## src/rtl/alu_pkg.sv

```systemverilog
// rtl/alu_pkg.sv - shared opcodes, FSM states and helpers for the ALU arbiter
package alu_pkg;

    localparam logic [3:0] OP_ADD   = 4'b0001;
    localparam logic [3:0] OP_SUB   = 4'b0010;
    localparam logic [3:0] OP_MUL   = 4'b0100;
    localparam logic [3:0] OP_DIV   = 4'b1000;
    localparam logic [7:0] ERR_DATA = 8'hFF;

    typedef enum logic [1:0] {
        ST_IDLE,
        ST_ISSUE,
        ST_CAPTURE,
        ST_RESPOND
    } state_t;

    function automatic logic is_onehot(input logic [3:0] v);
        return (v != 4'd0) && ((v & (v - 4'd1)) == 4'd0);
    endfunction

endpackage

```

## src/rtl/rr_arbiter.sv

```systemverilog
// rtl/rr_arbiter.sv - combinational round-robin selector starting after last_grant
module rr_arbiter #(
    parameter int NUM_REQ = 4,
    parameter int ID_W    = $clog2(NUM_REQ)
) (
    input  logic [NUM_REQ-1:0] req,
    input  logic [ID_W-1:0]    last_grant,
    output logic [NUM_REQ-1:0] grant,
    output logic [ID_W-1:0]    grant_id
);

    always_comb begin
        int              idx;
        logic [ID_W-1:0] cand;
        logic            found;
        grant    = '0;
        grant_id = '0;
        found    = 1'b0;
        idx      = 0;
        cand     = '0;
        for (int k = 1; k <= NUM_REQ; k++) begin
            idx = int'(last_grant) + k;
            if (idx >= NUM_REQ) begin
                idx = idx - NUM_REQ;
            end
            cand = ID_W'(idx);
            if (!found && req[cand]) begin
                found       = 1'b1;
                grant[cand] = 1'b1;
                grant_id    = cand;
            end
        end
    end

endmodule

```

## src/rtl/alu_arbiter.sv

```systemverilog
// rtl/alu_arbiter.sv - shares one registered ALU among NUM_REQ requesters, one op in flight
module alu_arbiter
    import alu_pkg::*;
#(
    parameter int NUM_REQ = 4,
    parameter int ID_W    = $clog2(NUM_REQ)
) (
    input  logic                    clock,
    input  logic                    reset_n,
    input  logic [NUM_REQ-1:0]      req_valid,
    output logic [NUM_REQ-1:0]      req_ready,
    input  logic [NUM_REQ-1:0][7:0] req_a,
    input  logic [NUM_REQ-1:0][7:0] req_b,
    input  logic [NUM_REQ-1:0][3:0] req_sel,
    output logic                    rsp_valid,
    input  logic                    rsp_ready,
    output logic [ID_W-1:0]         rsp_id,
    output logic [7:0]              rsp_data,
    output logic                    rsp_carry,
    output logic                    rsp_err,
    output logic [7:0]              alu_a,
    output logic [7:0]              alu_b,
    output logic [3:0]              alu_sel,
    input  logic [7:0]              alu_out,
    input  logic                    alu_carry
);

    state_t             state;
    logic [ID_W-1:0]    last_grant;
    logic [NUM_REQ-1:0] grant;
    logic [ID_W-1:0]    grant_id;
    logic [1:0]         rst_sync;
    logic               armed;
    logic               win;
    logic [7:0]         win_a;
    logic [7:0]         win_b;
    logic [3:0]         win_sel;
    logic               win_bad;

    // Reset asserts at once but releases two edges later, so IDLE never grants off a raw deassertion.
    always_ff @(posedge clock or negedge reset_n) begin
        if (!reset_n) begin
            rst_sync <= 2'b00;
        end else begin
            rst_sync <= {rst_sync[0], 1'b1};
        end
    end
    assign armed = rst_sync[1];

    rr_arbiter #(
        .NUM_REQ (NUM_REQ),
        .ID_W    (ID_W)
    ) u_rr (
        .req        (req_valid),
        .last_grant (last_grant),
        .grant      (grant),
        .grant_id   (grant_id)
    );

    assign req_ready = (state == ST_IDLE && armed) ? grant : '0;
    assign win       = |req_ready;
    assign win_a     = req_a[grant_id];
    assign win_b     = req_b[grant_id];
    assign win_sel   = req_sel[grant_id];
    assign win_bad   = !is_onehot(win_sel) || (win_sel == OP_DIV && win_b == 8'd0);

    always_ff @(posedge clock or negedge reset_n) begin
        if (!reset_n) begin
            state      <= ST_IDLE;
            last_grant <= ID_W'(NUM_REQ - 1);
            rsp_valid  <= 1'b0;
            rsp_id     <= '0;
            rsp_data   <= '0;
            rsp_carry  <= 1'b0;
            rsp_err    <= 1'b0;
            alu_a      <= '0;
            alu_b      <= '0;
            alu_sel    <= '0;
        end else begin
            case (state)
                ST_IDLE: begin
                    if (win) begin
                        last_grant <= grant_id;
                        rsp_id     <= grant_id;
                        if (win_bad) begin
                            // Rejected ops never touch the ALU registers.
                            rsp_data  <= ERR_DATA;
                            rsp_carry <= 1'b0;
                            rsp_err   <= 1'b1;
                            rsp_valid <= 1'b1;
                            state     <= ST_RESPOND;
                        end else begin
                            alu_a   <= win_a;
                            alu_b   <= win_b;
                            alu_sel <= win_sel;
                            rsp_err <= 1'b0;
                            state   <= ST_ISSUE;
                        end
                    end
                end
                ST_ISSUE: begin
                    state <= ST_CAPTURE;
                end
                ST_CAPTURE: begin
                    rsp_data  <= alu_out;
                    rsp_carry <= (alu_sel == OP_ADD) && alu_carry;
                    rsp_err   <= 1'b0;
                    rsp_valid <= 1'b1;
                    state     <= ST_RESPOND;
                end
                ST_RESPOND: begin
                    if (rsp_ready) begin
                        rsp_valid <= 1'b0;
                        state     <= ST_IDLE;
                    end
                end
                default: begin
                    state <= ST_IDLE;
                end
            endcase
        end
    end

endmodule

```

## config.mk

```make
export PLATFORM = sky130hd
export DESIGN_NAME = alu_arbiter
export DESIGN_NICKNAME = d
export VERILOG_FILES = /design/src/rtl/alu_pkg.sv /design/src/rtl/rr_arbiter.sv /design/src/rtl/alu_arbiter.sv
export SDC_FILE = /design/constraint.sdc
export NUM_CORES = 1
export LEC_CHECK = 0
export ABC_CLOCK_PERIOD_IN_PS = 4510
export CORE_ASPECT_RATIO = 0.6
export CORE_MARGIN = 1
export CORE_UTILIZATION = 23
export DETAILED_ROUTE_END_ITERATION = 8
export PLACE_DENSITY_LB_ADDON = 0.08
export SLEW_MARGIN = 10
export SYNTH_ARGS = -nofsm -noshare
export SYNTH_HDL_FRONTEND = slang
export SYNTH_HIERARCHICAL = 1
export SYNTH_SLANG_ARGS = --single-unit
```

## constraint.sdc

```tcl
create_clock -name clock -period 4.51 [get_ports clock]
set_input_delay 0.902 -clock clock [delete_from_list [all_inputs] [get_ports clock]]
set_output_delay 0.902 -clock clock [all_outputs]
set_load 0.01 [all_outputs]
```

[Yosys cells after proc, flatten, opt, wreduce, memory -nomap -nowiden]
Index checks and enable logic that the tools add are counted.
Word-level totals
  flip-flop bits (word level): 39
  word-level logic and storage cells: 130
  output and inout port bits: 37
  bits of input ports: 96
Operators by class
  equal/unequal tests: 8
  add/subtract/negate cells: 9
  reductions and logical operators: 29
  muxes and demuxes: 55
  bitwise logic cells: 5
  order comparisons: 13
Operator list (number)
  $bmux W8 S2: 2
  $mux W8: 4
  $mux W4: 6
  $mux W2: 11
  $mux W1: 18
  $pmux W8 S2: 1
  $lt A2 B3 Y1 const B: 5
  $or A4 B4 Y4: 3
  $logic_and A1 B1 Y1: 11
  $ge A3 B3 Y1 const B: 3
  $bmux W1 S2: 4
  $bmux W4 S2: 1
  $demux W1 S2: 4
  $ge A2 B1 Y1 const B: 4
  $logic_not A8 Y1: 1
  $pmux W2 S4: 1
  $sub A2 B1 Y2 const B: 4
  $add A2 B2 Y3 const B: 2
  $ne A2 B2 Y1 const B: 3
  $reduce_and A2 Y1: 3
  $reduce_and A3 Y1: 2
  $add A2 B3 Y4 const B: 1
  $and A4 B4 Y4: 1
  $eq A2 B2 Y1 const B: 2
  other kinds (18): 22

[Depth between registers and ports, before layout]
Gate-level depths: netlist of run 1.
  word-level depth: 26
  mapped depth: 14
  gate-level depth less buffers: 11

[By module]
Netlist of run 1, hierarchy kept.
Modules (own cells, without submodules)
  alu_arbiter: times used 1, area an instance 2268.4 um2, sequential area each 978.4 um2, cells an instance 159
  rr_arbiter: times used 1, area an instance 490.5 um2, sequential area each 0.0 um2, cells an instance 59

[Worst setup path after synthesis of run 1]
OpenSTA, ideal clock, no wires.
  path kind: flip-flop to flip-flop
  start point: register last_grant[0]
  end point: register rsp_carry
  buffers on the path: 2
  required time: 4.385 ns
  cell stages (with the launch flop): 13
  slack: 0.419 ns
  data arrival time: 3.966 ns
  period minus slack after synthesis: 4.091 ns
  library setup time: 0.125 ns
  cell sequence: dfstp_2 buf_4 inv_1 ha_1 mux4_2 o21ai_1 a2bb2oi_1 buf_6 mux4_2 xor2_1 a211o_2 o221ai_4 mux2_2
On the way
  longest elaborated chain between the ends: 25
  elaborated cells on any way between the ends: 83
  classes of those cells: add/sub: 9; order compare: 12; eq/ne: 3; mux: 36; bitwise: 4; reduce/logical: 19
RTL lines
  start: declaration: line alu_arbiter.sv:29  | logic [ID_W-1:0] last_grant;
  start signal: assignment: line alu_arbiter.sv:70  | last_grant <= ID_W'(NUM_REQ - 1);
  start signal: assignment: line alu_arbiter.sv:83  | last_grant <= grant_id;
  $add A2 B1 Y3: line rr_arbiter.sv:22  | idx = int'(last_grant) + k;
  $ge A3 B3 Y1 / $sub A2 B1 Y2 (equally long branches): line rr_arbiter.sv:23, rr_arbiter.sv:24
  $mux W2: line rr_arbiter.sv:23  | if (idx >= NUM_REQ) begin
  $bmux W1 S2: line rr_arbiter.sv:27  | if (!found && req[cand]) begin
  $mux W1 (not written as such): line rr_arbiter.sv:27
  $mux W1: line rr_arbiter.sv:27
  $logic_not A1 Y1: line rr_arbiter.sv:27
  $logic_and A1 B1 Y1: line rr_arbiter.sv:27
  [7 not listed]
  net grant_id[0]: line alu_arbiter.sv:31  | logic [ID_W-1:0] grant_id;
  [2 not listed]
  $sub A4 B1 Y4: line alu_pkg.sv:18  | return (v != 4'd0) && ((v & (v - 4'd1)) == 4'd0);
  $and A4 B4 Y4: line alu_pkg.sv:18
  $logic_not A4 Y1: line alu_pkg.sv:18
  $logic_and A1 B1 Y1: line alu_pkg.sv:18
  $logic_not A1 Y1: line alu_arbiter.sv:65  | assign win_bad = !is_onehot(win_sel) || (win_sel == OP_DIV && win_b == 8'd0);
  $logic_or A1 B1 Y1 *: line alu_arbiter.sv:65
  $ne A2 B2 Y1 (no source line) *
  $reduce_and A3 Y1 (no source line) *
  end signal: assignment: line alu_arbiter.sv:106  | rsp_carry <= (alu_sel == OP_ADD) && alu_carry;
  end: declaration: line alu_arbiter.sv:19  | output logic rsp_carry,
The timed path passes the listed nets; every way through them passes the cells marked *. The select of a mux whose other input is x is not followed.
A chain may end at the register's enable or synchronous reset.

[Final worst setup path of run 1]
  start point: input port req_valid[0]
  end point: output port req_ready[0]
On the way
  longest elaborated chain between the ends: 13
  elaborated cells on any way between the ends: 25
  classes of those cells: mux: 16; bitwise: 3; reduce/logical: 6
RTL lines
  start: declaration: line alu_arbiter.sv:10  | input logic [NUM_REQ-1:0] req_valid,
  $bmux W1 S2: line rr_arbiter.sv:27
  $mux W1 (not written as such): line rr_arbiter.sv:27
  $mux W1: line rr_arbiter.sv:27
  $logic_not A1 Y1: line rr_arbiter.sv:27
  $logic_and A1 B1 Y1: line rr_arbiter.sv:27
  $mux W1: line rr_arbiter.sv:27
  $logic_not A1 Y1: line rr_arbiter.sv:27
  $logic_and A1 B1 Y1: line rr_arbiter.sv:27
  $mux W1: line rr_arbiter.sv:27
  $logic_not A1 Y1: line rr_arbiter.sv:27
  $logic_and A1 B1 Y1: line rr_arbiter.sv:27
  $mux W4 *: line rr_arbiter.sv:27
  net grant[0]: line alu_arbiter.sv:30  | logic [NUM_REQ-1:0] grant;
  $mux W4 *: line alu_arbiter.sv:60  | assign req_ready = (state == ST_IDLE && armed) ? grant : '0;
  end: declaration: line alu_arbiter.sv:11  | output logic [NUM_REQ-1:0] req_ready,
Marked as above.

==> results of run 1 <==
[logic make-up (layout without fill, tap and decap cells)]
logic type,count (synthesis),after routing,share of synthesized area
flops,39,39,0.355
buf+inv,19,180,0.0426
fa+ha+maj,12,12,0.0544
xor+xnor,1,1,0.00318
compound gates,31,32,0.0993
other cells,1,1,0.00136
simple gates,62,62,0.127
mux,53,53,0.318
[critical path, stage by stage]
cell and delay, ns:
clkdlybuf4s50_1 0.59, and3b_1 0.21, o21ai_1 0.29, o41ai_2 0.13, buf_4 0.17, buf_4 0.14, a221o_1 0.35, and3_1 0.18
clkdlybuf4s50_1 0.47
[worst max path at each step]
stage / from / endpoint / slack, ns / cells after the start
6_report: req_valid[0] / req_ready[0] / 0.17 / 9
3_3_place_gp: req_valid[1] / rsp_data[1]$_DFFE_PN0P_ / -0.14 / 11
3_5_place_dp: req_valid[3] / rsp_valid$_DFFE_PN0P_ / -0.21 / 12
4_1_cts: req_valid[3] / rsp_data[7]$_DFFE_PN0P_ / 0.09 / 11
2_1_floorplan: last_grant[0]$_DFFE_PN1P_ / rsp_carry$_DFFE_PN0P_ / 0.42 / 12
5_1_grt: req_valid[1] / rsp_valid$_DFFE_PN0P_ / 0.001 / 13
[repair_timing]
action / in CTS / in global routing
resized for setup: 0 / 2
setup endpoints to repair: 0 / 30
buffers inserted: 0 / 1
[sequential cells by signal (all words and copies together) (netlist names)]
| name | count |
|---|---|
| alu_a | 8 |
| alu_b | 8 |
| alu_sel | 4 |
| last_grant | 2 |
| rsp_carry | 1 |
| rsp_data | 8 |
| rsp_err | 1 |
| rsp_id | 2 |
| rsp_valid | 1 |
| rst_sync | 2 |
| state | 2 |
[per-stage QoR]
| stage | TNS [ns] | utilization | worst slack, ns | total power [mW] | hold WS (ns) |
|---|---|---|---|---|---|
| detailed placement | -5.70 | 0.391 | -0.210 | 2.77 | 0.339 |
| floorplan | 0 | - | 0.419 | 1.88 | 0.331 |
| finish | 0 | 0.411 | 0.174 | 3.25 | 0.351 |
| global route | 0 | 0.411 | 0.00109 | 3.52 | 0.358 |
| CTS | 0 | 0.407 | 0.0862 | 3.25 | 0.352 |
| global placement | -3.85 | 0.391 | -0.138 | 2.77 | 0.336 |
[final cells by class]
| type | instances | area (µm²) |
|---|---|---|
| Fill cell | 1131 | 6770 |
| Sequential cell | 39 | 978 |
| Multi-Input combinational cell | 161 | 1710 |
| Clock buffer | 6 | 129 |
| Timing Repair Buffer | 164 | 1610 |
| Inverter | 8 | 30.0 |
| Clock inverter | 2 | 60.1 |
| Tap cell | 160 | 200 |
[metal layers]
layer  vias to the layer above  global-route usage
met3                         2              0.0641
li1                       1164                   -
met4                         0              0.0232
met2                        96               0.193
met5                         -                   0
met1                      1120               0.189
[where the power goes]
part | internal (mW) | total [mW] | switching (mW)
registers | 0.497 | 0.589 | 0.0927
logic | 1.23 | 2.21 | 0.972
clock network | 0.317 | 0.459 | 0.142
[cell usage in the layout (no fill, tap or decap), types with 2 or more instances in the layout]
master and n:
and3_1 5, a221o_1 4, o21ai_0 3, nor3_1 3, and3b_1 2, nor4b_1 3, ha_1 12, o221ai_4 2
buf_4 28, nor2_1 5, mux2_2 29, bufinv_16 2, nand2b_1 8, buf_12 4, nand3_1 4, clkdlybuf4s50_1 131
o21ai_1 6, mux4_1 9, dfstp_2 2, nand2_1 21, a21oi_1 3, dfrtp_1 37, nor4_2 2, inv_1 7
clkbuf_16 5, mux4_2 13
==> results.sh, run 1 <==
export IMPL_rr_startpoint="last_grant[0]$_DFFE_PN1P_"
export IMPL_async_reset_ff_frac=1.00
export IMPL_grt_max_degree=40
export IMPL_crit_type="in -> out"
export IMPL_yosysMostFrequentCell="dfrtp_1"
export IMPL_maxCapViolations=0
export IMPL_r2r_cells=13
export IMPL_worstHoldStart="rst_sync[0]$_DFF_PN0_"
export IMPL_synth_seq_cells=39
export IMPL_end_kind="primary output"
export IMPL_grt_use_total=0.136
export IMPL_num_io_pins=133
export IMPL_fmax_mhz=231
export IMPL_grt_overflow=0
export IMPL_cts_buffers=5
export IMPL_min_to="rst_sync[1]$_DFF_PN0_"
export IMPL_synth_avg_cell_area_um2=12.7
export IMPL_hold_path_depth=0
export IMPL_crit_path_start_kind="input pin"
export IMPL_vias_per_cell=4.41
export IMPL_post_synth_top_area_cell="dfrtp_1"
export IMPL_via_count=2382
export IMPL_worstPathMaxFanout=6
export IMPL_portBuffers=132
export IMPL_rows=30
export IMPL_placed_area_mm2=0.00449
export IMPL_cts_sinks=39
export IMPL_initial_utilization=0.240
export IMPL_clkTransAtPathRegs_ns=0.06
export IMPL_hold_viol=0
export IMPL_clock_path_buffers=2
export IMPL_die_y_um=86.8
export IMPL_p_leak_nw=1.93
export IMPL_wl_per_cell_um=15.2
export IMPL_grt_setup_unrepaired="false"
export IMPL_dp_cells=530
export IMPL_stdcell_area_mm2=0.00472
export IMPL_layout_drive_gt1_share=0.258
export IMPL_ys_warn_count=6
export IMPL_cts_root_buffer="clkbuf_16"
export IMPL_final_setup_viol_count=0
export IMPL_synth_commonest_cells="37 x dfrtp_1, 29 x mux2_2, 21 x nand2_1, 13 x mux4_2, 12 x ha_1"
export IMPL_met3_length_um=820
export IMPL_p_per_area_mw_per_mm2=690
export IMPL_timing_rr_end="rsp_valid$_DFFE_PN0P_"
export IMPL_synth_edf_count=0
export IMPL_cp_required_ns=3.61
export IMPL_die_w_um=143
export IMPL_first_pass_iters=4
export IMPL_status="completed"
export IMPL_gp_congestion=0.811
export IMPL_worstHoldPathType="reg -> reg"
export IMPL_netlist_area_leader_share=0.336
export IMPL_synthDistinctLibCells=55
export IMPL_ant_nets=0
export IMPL_holdBufCountCts=0
export IMPL_drt_initial_drc_count=57
export IMPL_drv_slew=0
export IMPL_period_share=0.961
export IMPL_tightest_slew_ns=0.943
export IMPL_finalNetCount=487
export IMPL_design_core_area_mm2=0.0115
export IMPL_htreeDepth=2
export IMPL_area_growth_syn_to_layout_pct=71.0
export IMPL_clock_skew_ns=0.00184
export IMPL_syn_num_nets=326
export IMPL_peakVddDrop_mv=0.232
export IMPL_num_antenna_cells=0
export IMPL_yosysSeqAreaShare=0.355
export IMPL_worstPathArrival_ns=3.43
export IMPL_ff2ff_setup_slack_ns=0.24
export IMPL_drc=0
export IMPL_grt_antenna_before_repair=0
export IMPL_grt_pass1_vias=2486
export IMPL_final_cells=540
export IMPL_period_needed_ns=4.34
export IMPL_die_area_mm2=0.0125
export IMPL_highest_layer="met4"
export IMPL_totalWireLength_um=8190
export IMPL_cts_tree="yes"
export IMPL_clk_latency_ns=0.28
export IMPL_synthTopCellsByArea="dfrtp_1 34%, mux2_2 12%, mux4_2 11%, mux4_1 8.6%, ha_1 5.4%"
export IMPL_syn_inst=218
export IMPL_syn_cell_area_mm2=0.00276
export IMPL_grt_pass1_wl_um=12800
export IMPL_dr_wl_met2_um=3340
export IMPL_wl_met1_um=4000
export IMPL_place_hpwl_um=6590
export IMPL_slew_headroom=0.371
export IMPL_synthFlopType="dfrtp_1"
(Power assumes the default switching activity.)
==> run 2: changes to the inputs <==
--- a/config.mk
+++ b/config.mk
@@ -5,12 +5,13 @@
 export SDC_FILE = /design/constraint.sdc
 export NUM_CORES = 1
 export LEC_CHECK = 0
+export ABC_AREA = 1
 export ABC_CLOCK_PERIOD_IN_PS = 4510
 export CORE_ASPECT_RATIO = 0.6
 export CORE_MARGIN = 1
 export CORE_UTILIZATION = 23
 export DETAILED_ROUTE_END_ITERATION = 8
-export PLACE_DENSITY_LB_ADDON = 0.08
+export PLACE_DENSITY = 0.59
 export SLEW_MARGIN = 10
 export SYNTH_ARGS = -nofsm -noshare
 export SYNTH_HDL_FRONTEND = slang
==> run 2 against run 1 <==
  * First-iteration DRC count increased by 140%
  * Synthesized cell count increased by 98%
  * Final cell count increased by 34%
  * Sequential share of layout area is 0.55 points higher
  * Synthesized area rose by 9.1%
  * Largest cell class unchanged
  * Global-route usage increased by 1.1 points
  * Critical path depth increased by 11
  * Maximum frequency increased by 9.9%
==> results.sh, run 2 <==
export IMPL_top_regs="alu_a x8, alu_b x8, rsp_data x8"
export IMPL_post_cts_buffers=0
export IMPL_timing_rr_end="alu_a[0]$_DFFE_PN0P_"
export IMPL_seqPwrFrac=0.160
export IMPL_p_switching_mw=2.14
export IMPL_gp_congestion=0.816
export IMPL_yosysSeqAreaShare=0.325
export IMPL_wl_per_cell_um=13.6
export IMPL_p_per_area_mw_per_mm2=866
export IMPL_design_core_area_mm2=0.0124
export IMPL_grt_pass1_wl_um=15800
export IMPL_maxCapViolations=0
export IMPL_ys_warn_count=6
export IMPL_ant_nets=0
export IMPL_cts_sinks=39
export IMPL_r2r_cells=20
export IMPL_cpMostUsedCell="nand2_1"
export IMPL_switching_share=0.537
export IMPL_slowest_delay_ns=0.50
export IMPL_timing_hold_ws_ns=0.348
export IMPL_final_setup_viol_count=0
export IMPL_die_w_um=150
export IMPL_final_setup_tns_ns=0
export IMPL_slew_headroom=0.400
export IMPL_drc=0
export IMPL_clock_skew_ns=0.00628
export IMPL_p_leak_nw=2.09
export IMPL_synth_avg_cell_area_um2=6.97
export IMPL_power_frac_comb=0.735
export IMPL_hold_path_depth=0
export IMPL_num_antenna_cells=0
export IMPL_worstHoldStart="rst_sync[0]$_DFF_PN0_"
export IMPL_clkTransAtPathRegs_ns=0.06
export IMPL_ff2ff_setup_slack_ns=0.60
export IMPL_worstPathMaxFanout=33
export IMPL_layout_commonest_cell="nand2_1"
export IMPL_crit_path_start_kind="input pin"
export IMPL_rows=31
export IMPL_drv_slew=0
export IMPL_first_pass_iters=4
export IMPL_final_cell_mix="164 x nand2_1, 131 x clkdlybuf4s50_1, 39 x nand3_1"
export IMPL_via_count=3158
export IMPL_vias_per_cell=4.38
export IMPL_end_kind="register"
export IMPL_place_hpwl_um=7620
export IMPL_portBuffers=132
export IMPL_yosysMostFrequentCell="nand2_1"
export IMPL_p_int_mw=1.84
export IMPL_p_clk_frac=0.105
export IMPL_synthFlopType="dfrtp_1"
export IMPL_period_share=0.874
export IMPL_hold_viol=0
export IMPL_netlist_area_leader_share=0.308
export IMPL_grt_max_degree=42
export IMPL_cp_required_ns=4.74
export IMPL_clk_latency_ns=0.28
export IMPL_grt_use_total=0.147
export IMPL_totalWireLength_um=9840
export IMPL_die_y_um=90.6
export IMPL_peakVddDrop_mv=0.247
export IMPL_synthDistinctLibCells=35
export IMPL_rr_startpoint="last_grant[0]$_DFFE_PN1P_"
export IMPL_drt_initial_drc_count=138
export IMPL_cts_root_buffer="clkbuf_16"
export IMPL_crit_type="in -> reg"
export IMPL_fmax_mhz=254
export IMPL_finalNetCount=663
export IMPL_area_growth_syn_to_layout_pct=52.7
export IMPL_status="completed"
export IMPL_syn_cell_area_mm2=0.00301
export IMPL_grt_setup_unrepaired="false"
export IMPL_min_to="rst_sync[1]$_DFF_PN0_"
export IMPL_holdBufCountCts=0
export IMPL_synth_edf_count=0
export IMPL_cts_resized=0
export IMPL_post_synth_top_area_cell="dfrtp_1"
export IMPL_die_area_mm2=0.0136
export IMPL_syn_num_nets=540
export IMPL_tightest_slew_ns=0.900
export IMPL_grt_overflow=0
export IMPL_syn_inst=432
export IMPL_path_cells="clkdlybuf4s50_1 -> inv_1 -> nand2_1 -> nand2_1 -> nand2_1 -> nand2_2 -> nor2_4 -> nor2_1 -> a21oi_4 -> buf_4 -> nand2_1 -> nand3_1 -> nand2_1 -> nand2_1 -> nor2_4 -> nand3_4 -> nand3_4 -> inv_1 -> nand2_1 -> nand2_1"
export IMPL_grt_antenna_before_repair=0
export IMPL_synth_seq_cells=39
export IMPL_htreeDepth=2
export IMPL_cp_slowest_cell="clkdlybuf4s50_1"
export IMPL_clock_path_buffers=2
export IMPL_layout_drive_gt1_share=0.113
export IMPL_num_io_pins=133
export IMPL_async_reset_ff_frac=1.00
export IMPL_synthTopCellsByArea="dfrtp_1 31%, nand2_1 20%, nand3_1 6.5%, ha_1 5.0%, nor2_1 4.5%"
export IMPL_initial_utilization=0.243
export IMPL_period_needed_ns=3.94
export IMPL_grt_pass1_vias=3112
export IMPL_synth_commonest_cells="164 x nand2_1, 39 x nand3_1, 37 x dfrtp_1, 36 x nor2_1, 23 x o21ai_0"
export IMPL_worstHoldPathType="reg -> reg"
export IMPL_cts_tree="yes"
export IMPL_cts_buffers=5
export IMPL_worstPathArrival_ns=4.17
run 2: cell count changes after synthesis, moves of 8 or more:
cell      previous run  this run
inv_1                7        18
mux2_2              29         0
mux4_1               9         0
mux4_2              13         0
nand2_1             21       164
nand2_2              0        15
nand2b_1             8         0
nand3_1              4        39
nor2_1               5        36
o21ai_0              3        23
o21ai_2              0         9
o22ai_1              0         9
run 2: final cells by class:
cell class	count	area [µm²]
Fill cell	1266	7820
Multi-Input combinational cell	348	1790
Timing Repair Buffer	134	1330
Sequential cell	39	978
Tap cell	165	206
Clock buffer	6	139
Inverter	27	113
Clock inverter	2	35.0
run 2: worst max path at each step:
| stage | cells past startpoint | to | slack, ns | start |
|---|---|---|---|---|
| 6_report | 20 | alu_a[0]$_DFFE_PN0P_ | 0.57 | req_valid[2] |
| 5_1_grt | 20 | alu_a[4]$_DFFE_PN0P_ | 0.18 | req_valid[2] |
| 4_1_cts | 20 | alu_a[6]$_DFFE_PN0P_ | 0.54 | req_valid[2] |
| 3_5_place_dp | 20 | alu_a[0]$_DFFE_PN0P_ | 0.24 | req_valid[2] |
| 3_3_place_gp | 20 | alu_a[7]$_DFFE_PN0P_ | 0.43 | req_valid[2] |
| 2_1_floorplan | 23 | rsp_data[3]$_DFFE_PN0P_ | 1.53 | last_grant[0]$_DFFE_PN1P_ |
run 2: metal layers:
layer,global-route usage,part of all wire
met1,0.194,0.48
met5,0,0
met2,0.231,0.43
met4,0.0269,0.0057
met3,0.0540,0.081
run 2: power by group through the flow:
| stage | Clock (mW) | Sequential [mW] | Combinational [mW] |
|---|---|---|---|
| final | 0.418 | 0.638 | 2.92 |
| after global routing | 0.448 | 0.662 | 3.30 |
| after CTS | 0.428 | 0.643 | 2.95 |
| after detailed placement | 0 | 0.644 | 2.94 |
| after global placement | 0 | 0.643 | 2.87 |
| after floorplan | 0 | 0.678 | 2.18 |
run 2: kinds of logic (layout without fill, tap and decap cells):
| kind of cell | Yosys count | in the layout | share of synthesized area |
|---|---|---|---|
| buffers and inverters | 45 | 169 | 0.0819 |
| DFF | 39 | 39 | 0.325 |
| adders and majority gates | 12 | 12 | 0.0499 |
| other | 1 | 1 | 0.00125 |
| and+or+nand+nor | 275 | 275 | 0.421 |
| AOI/OAI and AO/OA | 60 | 60 | 0.121 |
run 2: worst max-delay path, delay by kind of cell:
family	cells	cell delay, ns
AND/OR/NAND/NOR	15	1.55
AO/OA/AOI/OAI	1	0.42
buffers and inverters	4	1.26
run 2: through the flow:
step           area, µm²  instances   util  total power [mW]  setup slack (ns)
6_report            4600        721  0.370              3.98             0.567
5_1_grt             4600        721  0.370              4.41             0.183
4_1_cts             4600        721  0.370              4.02             0.543
3_5_place_dp        4420        713  0.356              3.59             0.244
3_3_place_gp        4420        713  0.356              3.51             0.425
2_1_floorplan       3010        432      -              2.85              1.53
